File: src/rtl/wb_serial_pkg.sv
// wb_serial_pkg
// Shared definitions for the Wishbone <-> byte-stream bridge pair
// (wb_serial_bridge on the initiator side, serial_wb_master on the target
// side). The command byte encoding lives here so both ends agree on it.
//
// Contents:
//   CMD_READ / CMD_WRITE : first byte of every request packet
//   state_t              : transaction state of the bridge
//   addr_bytes()         : number of whole bytes needed to carry an address

package wb_serial_pkg;

  localparam logic [7:0] CMD_READ  = 8'h00;
  localparam logic [7:0] CMD_WRITE = 8'h01;

  typedef enum logic [1:0] {
    ST_IDLE,
    ST_SEND,
    ST_RECV,
    ST_ACK
  } state_t;

  // ceil(addr_bits / 8)
  function automatic int addr_bytes(input int addr_bits);
    return (addr_bits + 7) / 8;
  endfunction

endpackage

File: src/rtl/wb_serial_bridge.sv
// wb_serial_bridge
// Wishbone pipelined slave that turns each bus cycle into a request packet on
// an 8-bit AXI-Stream output and completes it from the response packet on an
// 8-bit AXI-Stream input. One transaction is outstanding at a time.
//
// Request packet : command byte, address bytes (MSB first, zero padded),
//                  then data bytes (MSB first) for writes only.
// Response packet: BYTES data bytes (MSB first) for reads, one ignored byte
//                  for writes.
//
// Optional feature: define WB_SERIAL_BRIDGE_TIMEOUT_EN to add a response
// watchdog and the `timeout` output port.
//
// Ports:
//   clk, aresetn                 : clock, asynchronous active-low reset
//   s_wb_stb/we/addr/dat_m2s     : Wishbone request
//   s_wb_ack/stall/dat_s2m       : Wishbone completion, flow control, read data
//   axis_o_tvalid/tready/tdata/tlast : request byte stream (out)
//   axis_i_tvalid/tready/tdata       : response byte stream (in)
//   timeout                      : watchdog expiry pulse (macro builds only)

module wb_serial_bridge
  import wb_serial_pkg::*;
#(
  parameter int BYTES          = 2,
  parameter int ADDR_BITS      = 23,
  parameter int TIMEOUT_CYCLES = 1000000
) (
  input  logic                   clk,
  input  logic                   aresetn,
  input  logic                   s_wb_stb,
  input  logic                   s_wb_we,
  input  logic [ADDR_BITS-1:0]   s_wb_addr,
  input  logic [BYTES*8-1:0]     s_wb_dat_m2s,
  output logic                   s_wb_ack,
  output logic                   s_wb_stall,
  output logic [BYTES*8-1:0]     s_wb_dat_s2m,
  input  logic                   axis_o_tready,
  output logic                   axis_o_tvalid,
  output logic [7:0]             axis_o_tdata,
  output logic                   axis_o_tlast,
  output logic                   axis_i_tready,
  input  logic                   axis_i_tvalid,
  input  logic [7:0]             axis_i_tdata
`ifdef WB_SERIAL_BRIDGE_TIMEOUT_EN
  ,
  output logic                   timeout
`endif
);

  localparam int ADDR_BYTES = addr_bytes(ADDR_BITS);
  localparam int DATA_W     = BYTES * 8;
  localparam int APAD_W     = ADDR_BYTES * 8;
  localparam int PKT_MAX    = 1 + ADDR_BYTES + BYTES;
  localparam int SHR_W      = PKT_MAX * 8;
  localparam int CNT_W      = $clog2(PKT_MAX + 1);

  state_t            state;
  logic [SHR_W-1:0]  req_shr;
  logic              we_q;
  logic [CNT_W-1:0]  byte_cnt;
  logic [APAD_W-1:0] addr_pad;
  logic [CNT_W-1:0]  req_last_idx;
  logic [CNT_W-1:0]  rsp_last_idx;

`ifdef WB_SERIAL_BRIDGE_TIMEOUT_EN
  localparam int TMO_W = $clog2(TIMEOUT_CYCLES + 1);
  logic [TMO_W-1:0]  tmo_cnt;
`endif

  assign addr_pad     = APAD_W'(s_wb_addr);
  // Index of the final request byte / final response byte for the latched op
  assign req_last_idx = we_q ? CNT_W'(ADDR_BYTES + BYTES) : CNT_W'(ADDR_BYTES);
  assign rsp_last_idx = we_q ? '0 : CNT_W'(BYTES - 1);

  assign s_wb_stall   = (state != ST_IDLE);
  // The byte being offered is always the top byte of the packer
  assign axis_o_tdata = req_shr[SHR_W-1 -: 8];

  always_ff @(posedge clk or negedge aresetn) begin
    if (!aresetn) begin
      state         <= ST_IDLE;
      req_shr       <= '0;
      we_q          <= 1'b0;
      byte_cnt      <= '0;
      axis_o_tvalid <= 1'b0;
      axis_o_tlast  <= 1'b0;
      axis_i_tready <= 1'b0;
      s_wb_ack      <= 1'b0;
      s_wb_dat_s2m  <= '0;
`ifdef WB_SERIAL_BRIDGE_TIMEOUT_EN
      tmo_cnt       <= '0;
      timeout       <= 1'b0;
`endif
    end else begin
      case (state)
        ST_IDLE: begin
          s_wb_ack <= 1'b0;
          // stall is low here, so a strobe is an accept
          if (s_wb_stb) begin
            req_shr       <= {(s_wb_we ? CMD_WRITE : CMD_READ), addr_pad, s_wb_dat_m2s};
            we_q          <= s_wb_we;
            byte_cnt      <= '0;
            axis_o_tvalid <= 1'b1;
            axis_o_tlast  <= 1'b0;
            state         <= ST_SEND;
`ifdef WB_SERIAL_BRIDGE_TIMEOUT_EN
            tmo_cnt       <= '0;
`endif
          end
        end

        ST_SEND: begin
          if (axis_o_tvalid && axis_o_tready) begin
            if (byte_cnt == req_last_idx) begin
              axis_o_tvalid <= 1'b0;
              axis_o_tlast  <= 1'b0;
              byte_cnt      <= '0;
              axis_i_tready <= 1'b1;
              state         <= ST_RECV;
            end else begin
              req_shr      <= req_shr << 8;
              byte_cnt     <= byte_cnt + CNT_W'(1);
              axis_o_tlast <= ((byte_cnt + CNT_W'(1)) == req_last_idx);
            end
          end
        end

        ST_RECV: begin
          if (axis_i_tvalid) begin
            // Left shift, newest byte into the LSB: MSB-first reassembly
            s_wb_dat_s2m <= (s_wb_dat_s2m << 8) | DATA_W'(axis_i_tdata);
            if (byte_cnt == rsp_last_idx) begin
              axis_i_tready <= 1'b0;
              s_wb_ack      <= 1'b1;
              state         <= ST_ACK;
            end else begin
              byte_cnt <= byte_cnt + CNT_W'(1);
            end
          end
`ifdef WB_SERIAL_BRIDGE_TIMEOUT_EN
          // A real completion in the same cycle takes priority over expiry
          if (!(axis_i_tvalid && (byte_cnt == rsp_last_idx))) begin
            if (tmo_cnt == TMO_W'(TIMEOUT_CYCLES - 1)) begin
              axis_i_tready <= 1'b0;
              s_wb_ack      <= 1'b1;
              s_wb_dat_s2m  <= '1;
              timeout       <= 1'b1;
              state         <= ST_ACK;
            end else begin
              tmo_cnt <= tmo_cnt + TMO_W'(1);
            end
          end
`endif
        end

        ST_ACK: begin
          s_wb_ack <= 1'b0;
`ifdef WB_SERIAL_BRIDGE_TIMEOUT_EN
          timeout  <= 1'b0;
`endif
          state    <= ST_IDLE;
        end

        default: state <= ST_IDLE;
      endcase
    end
  end

endmodule

File: config.mk
export PLATFORM = sky130hd
export DESIGN_NAME = wb_serial_bridge
export DESIGN_NICKNAME = d
export VERILOG_FILES = /design/src/rtl/wb_serial_pkg.sv /design/src/rtl/wb_serial_bridge.sv
export SDC_FILE = /design/constraint.sdc
export NUM_CORES = 1
export LEC_CHECK = 0
export ABC_AREA = 0
export BUFFER_PORTS_ARGS = -buffer_cell sky130_fd_sc_hd__buf_2
export CORE_MARGIN = 3
export CORE_UTILIZATION = 48
export CTS_CLUSTER_SIZE = 30
export DETAILED_ROUTE_END_ITERATION = 12
export GPL_TIMING_DRIVEN = 0
export PLACE_DENSITY = 0.83
export SYNTH_ARGS = -nofsm -noshare
export SYNTH_HDL_FRONTEND = slang
export SYNTH_SLANG_ARGS = --single-unit
File: constraint.sdc
create_clock -name clk -period 2 [get_ports clk]
set_input_delay 0.6 -clock clk [delete_from_list [all_inputs] [get_ports clk]]
set_output_delay 0.6 -clock clk [all_outputs]
set_load 0.1 [all_outputs]
## Yosys cells after proc, flatten, opt, wreduce, memory -nomap -nowiden

Index checks and enable logic that the tools add are counted.

- Register bits after elaboration: 74
- Input port bits: 53
- Word-level logic and storage cells: 76

- $add $sub $neg: 1
- Equality and inequality tests: 13
- Multiplexer cells: 35
- Bitwise operators: 1
- Reduce and logical (&&, ||, !) cells: 17

Operators by type and width:

| kind | count |
|---|---|
| two-way mux 48 bit | 3 |
| case mux 48 bit (2 select lines) | 1 |
| two-way mux 3 bit | 6 |
| OR 16 x 8 -> 16 bit | 1 |
| AND reduction 5 bit | 3 |
| two-way mux 1 bit | 14 |
| != test 2 bit (second input constant) | 7 |
| two-way mux 2 bit | 5 |
| case mux 3 bit (3 select lines) | 1 |
| case mux 1 bit (2 select lines) | 4 |
| case mux 2 bit (4 select lines) | 1 |
| AND reduction 4 bit | 2 |
| nonzero test 2 bit | 4 |
| == test 3 bit | 2 |
| AND reduction 3 bit | 2 |
| == test 2 bit (second input constant) | 2 |
| AND reduction 2 bit | 2 |
| adder 3 x 1 -> 3 bit (second input constant) | 1 |
| == test 3 x 1 -> 1 bit | 1 |
| nonzero test 3 bit | 1 |
| == test 2 x 1 -> 1 bit (second input constant) | 1 |
| zero test 2 bit | 1 |
| OR reduction 2 bit | 1 |
| logical AND 1 bit | 1 |

## Logic depth before layout (Yosys ltp)

- Depth in word-level cells: 5
- Gate-level depth with buffers: 9
- Depth with buffers taken out: 6

## Worst setup path after synthesis

Ideal clock, no wire load.

- Path type: register -> register
- Start point: register axis_o_tvalid
- End point: register req_shr[36]
- Arrival time: 2.097 ns
- Path slack: -0.222 ns
- Cell stages (with the launch flop): 7
- Path buffers: 2
- Cells stage by stage: dfrtp_1 -> nand2_1 -> o31ai_2 -> nand2_1 -> buf_6 -> buf_6 -> mux2_4

- Cells in the longest elaborated chain, start to end: 3

Ends and longest elaborated chain:

| what | RTL line | text |
|---|---|---|
| start, declared | wb_serial_bridge.sv:39 | `output logic axis_o_tvalid,` |
| start signal, assigned | wb_serial_bridge.sv:86 | `axis_o_tvalid <= 1'b0;` |
| start signal, assigned | wb_serial_bridge.sv:104 | `axis_o_tvalid <= 1'b1;` |
| start signal, assigned | wb_serial_bridge.sv:116 | `axis_o_tvalid <= 1'b0;` |
| logical AND 1 bit | wb_serial_bridge.sv:114 | `if (axis_o_tvalid && axis_o_tready) begin` |
| != test 2 bit (no line) | - |  |
| AND reduction 4 bit (no line) | - |  |
| end signal, assigned | wb_serial_bridge.sv:101 | `req_shr <= {(s_wb_we ? CMD_WRITE : CMD_READ), addr_pad, s_wb_dat_m2s};` |
| end signal, assigned | wb_serial_bridge.sv:122 | `req_shr <= req_shr << 8;` |
| end, declared | wb_serial_bridge.sv:59 | `logic [SHR_W-1:0] req_shr;` |

Every way passes these cells.
A chain may end at the register's enable or synchronous reset.

## Worst setup path after layout

- Start point: register state[0]
- End point: register req_shr[40]

- Cells in the longest elaborated chain, start to end: 3
- Elaborated cells between the ends (all ways): 8
- Classes of those cells: 4 x eq/ne; 1 x mux; 3 x reduce/logical

Ends and longest elaborated chain:

| what | RTL line | text |
|---|---|---|
| start, declared | wb_serial_bridge.sv:58 | `state_t state;` |
| start signal, assigned | wb_serial_bridge.sv:82 | `state <= ST_IDLE;` |
| start signal, assigned | wb_serial_bridge.sv:106 | `state <= ST_SEND;` |
| start signal, assigned | wb_serial_bridge.sv:120 | `state <= ST_RECV;` |
| == test 2 x 1 -> 1 bit or zero test 2 bit (tied branches) | wb_serial_bridge.sv:96 | `case (state)` |
| != test 2 bit (no line) or nonzero test 2 bit (tied branches) | - |  |
| AND reduction 4 bit (no line) | - |  |

Several ways; a longest one is shown, not always the timed one.

==> flow_metrics.py <==
metrics = {
    "status": {
        "status": "finished, final reports clean",
    },
    "routing": {
        "routed_wl_mm": 7.22,
        "vias_per_cell": 5.26,
        "drc": 0,
        "vias": 2369,
        "ant_nets": 0,
        "post_drt_wl_per_cell_um": 16.0,
        "drt_iter0_markers": 86,
        "first_pass_iters": 4,
    },
    "worst_setup_path": {
        "crit_required_ns": 2.22,
        "path_max_fanout": 10,
        "critPathKind": "reg2reg",
        "worstSetupStartpointType": "flop",
        "cp-end-kind": "flop",
        "worstPathArrival_ns": 2.15,
    },
    "yosys": {
        "syn_inst": 253,
        "synth_mux_area_share_pct": 28.0,
        "ys_ff_latch": 74,
        "synth_fa_ha_area_share_pct": 2.14,
        "synth_xor_area_share_pct": 0.499,
        "seq_area_frac_synth_pct": 52.8,
        "syn_nets": 312,
        "yosys.area_share.simple_pct": 4.07,
        "synth_edf_count": 0,
        "synth_top_family_by_area": "multiplexers",
        "yosys_warnings": 0,
        "yosysUniqueCellTypes": 34,
        "syn_avg_cell_area_um2": 13.9,
        "synthArstFlopShare_pct": 100,
        "synth-main-ff-cell": "dfrtp_1",
        "synth_area_mm2": 0.00351,
        "synth_compound_area_share_pct": 8.35,
    },
    "timing": {
        "hold_violations": 0,
        "drv_slew": 0,
        "post-route-min-period_ns": 1.93,
        "hold_ws_ns": 0.116,
        "rsz0062_at_grt": "no",
        "max_freq_mhz": 519,
        "tightest_slew_ns": 0.494,
        "slew_headroom_pct": 67.3,
        "clock_skew_ns": 0.00965,
        "finalSetupViolCount": 0,
        "fin_crit_sh_pct": 96.3,
    },
    "die": {
        "design.die.area_mm2": 0.00837,
        "die_w_um": 91.5,
        "start_util_pct": 50.5,
        "rows": 30,
        "io_pins": 82,
        "die_y_um": 91.5,
        "coreArea_mm2": 0.00694,
    },
    "placed_design": {
        "routabilityCongestion": 0.807,
        "dp_hpwl_mm": 5.23,
        "io_buffer_count": 81,
        "dp.cells": 431,
    },
    "global_route": {
        "antenna_found_initial": 0,
        "grt_use_total_pct": 17.9,
        "grt_pass1_vias": 2393,
        "grt_max_degree": 59,
        "grt_pass1_wl_mm": 11.7,
        "overflow": 0,
    },
    "clocking": {
        "cts_root_buf": "clkbuf_8",
        "cts_buffers": 9,
        "clkSlewWorstSetupHoldPaths_ns": 0.08,
        "htree_levels": 3,
        "clock-sinks": 74,
        "cts_buffer_depth": 2,
        "clock_latency_ns": 0.34,
        "cts_tree": "done",
        "hold_buffers": 0,
    },
    "worst_hold_path": {
        "min_path_type": "in2async",
    },
    "final_layout": {
        "nets": 409,
        "diodes": 0,
        "drive_gt1_share_pct": 61.9,
        "final_cell_mix": "82 x mux2_2, 81 x buf_2, 73 x dfrtp_1",
        "layout_commonest_cell": "mux2_2",
        "final_cells": 450,
        "area.growth.synth_to_final_pct": 25.9,
    },
    "run": {
        "max_cap_viol_count": 0,
    },
}
-- layout make-up --
cell class / instances / area [µm²]
clock buffer: 10 / 128
timing repair buffer: 87 / 504
clock inverter: 5 / 104
inverter: 5 / 18.8
tap: 96 / 120
sequential: 74 / 1850
fill: 553 / 2530
multi-input combinational: 154 / 1530
buffer: 19 / 155
-- per-layer routing --
metal / vias to the layer above / GRT usage, % / share of wire, % / wire length, µm
li1: 1108 / - / - / -
met1: 1187 / 24.1 / 44 / 3180
met2: 62 / 27.8 / 49 / 3540
met3: 12 / 3.23 / 4.7 / 337
met4: 0 / 8.67 / 2.3 / 163
met5: - / 0 / 0 / 0
-- timing repair --
action / in CTS / in global routing
pin swaps: 1 / 0
hold endpoints to repair: 0 / 0
resized for setup: 11 / 13
setup endpoints to repair: 48 / 52
buffers inserted: 1 / 4
gates cloned: 0 / 0
-- worst paths after layout --
check / startpoint / to / slack (ns) / cells after the start
min in group clk: s_wb_dat_m2s[1] / req_shr[1] / 0.47 / 2
max in group asynchronous: aresetn / s_wb_dat_s2m[6] / 1.33 / 2
worst max register to register: state[0] / req_shr[40] / 0.07 / 9
worst max-delay path: state[0] / req_shr[40] / 0.07 / 9
worst min register to register: req_shr[31] / req_shr[39] / 0.50 / 1
worst min-delay path: aresetn / req_shr[47] / 0.12 / 1
-- per-stage QoR --
stage	setup slack (ns)	utilization [%]	TNS [ns]	cell area [µm²]
after CTS	0.0134	62.6	0	4350
final	0.0746	63.6	0	4420
after floorplan	0.0917	-	0	3510
after global routing	0.00291	63.6	0	4420
after global placement	-0.224	58.1	-11.90	4040
after detailed placement	-0.215	58.6	-5.63	4070
-- worst max-delay path: stages (launching register included) --
cell	delay (ns)
dfrtp_1	0.38
buf_4	0.14
ha_1	0.19
buf_4	0.17
nor2_2	0.15
nor2_1	0.08
nand2_2	0.09
buf_6	0.15
buf_8	0.16
mux2_4	0.30
-- kinds of logic (layout without fill, tap and decap cells) --
group,after synthesis,after routing
xor gates and xnor gates,2,2
AOI/OAI and AO/OA,36,36
buffers and inverters,25,126
DFF,74,74
and+or+nand+nor,24,24
adders and majority gates,6,6
muxes,86,86
-- cells in the mapped netlist, types with 3 or more instances --
cell type,count,area (µm²)
clkbuf_1,4,15.0
dfrtp_1,74,1850
a211o_1,3,26.3
nor2_1,9,33.8
o21ai_0,3,15.0
mux2_4,4,60.1
ha_1,6,75.1
inv_1,5,18.8
a22o_1,17,149
buf_4,8,60.1
buf_2,5,25.0
mux2_2,82,923
nand2_1,6,22.5
-- flip-flops by register name, indices dropped and copies added, names as in the netlist --
name,count
axis_o_tvalid,1
axis_i_tready,1
req_shr,48
axis_o_tlast,1
we_q,1
state,2
s_wb_ack,1
byte_cnt,3
s_wb_dat_s2m,16
Power is left out: the tool's default activity adds up to more than one toggle a clock period on the data nets, which glitch-free logic cannot reach.
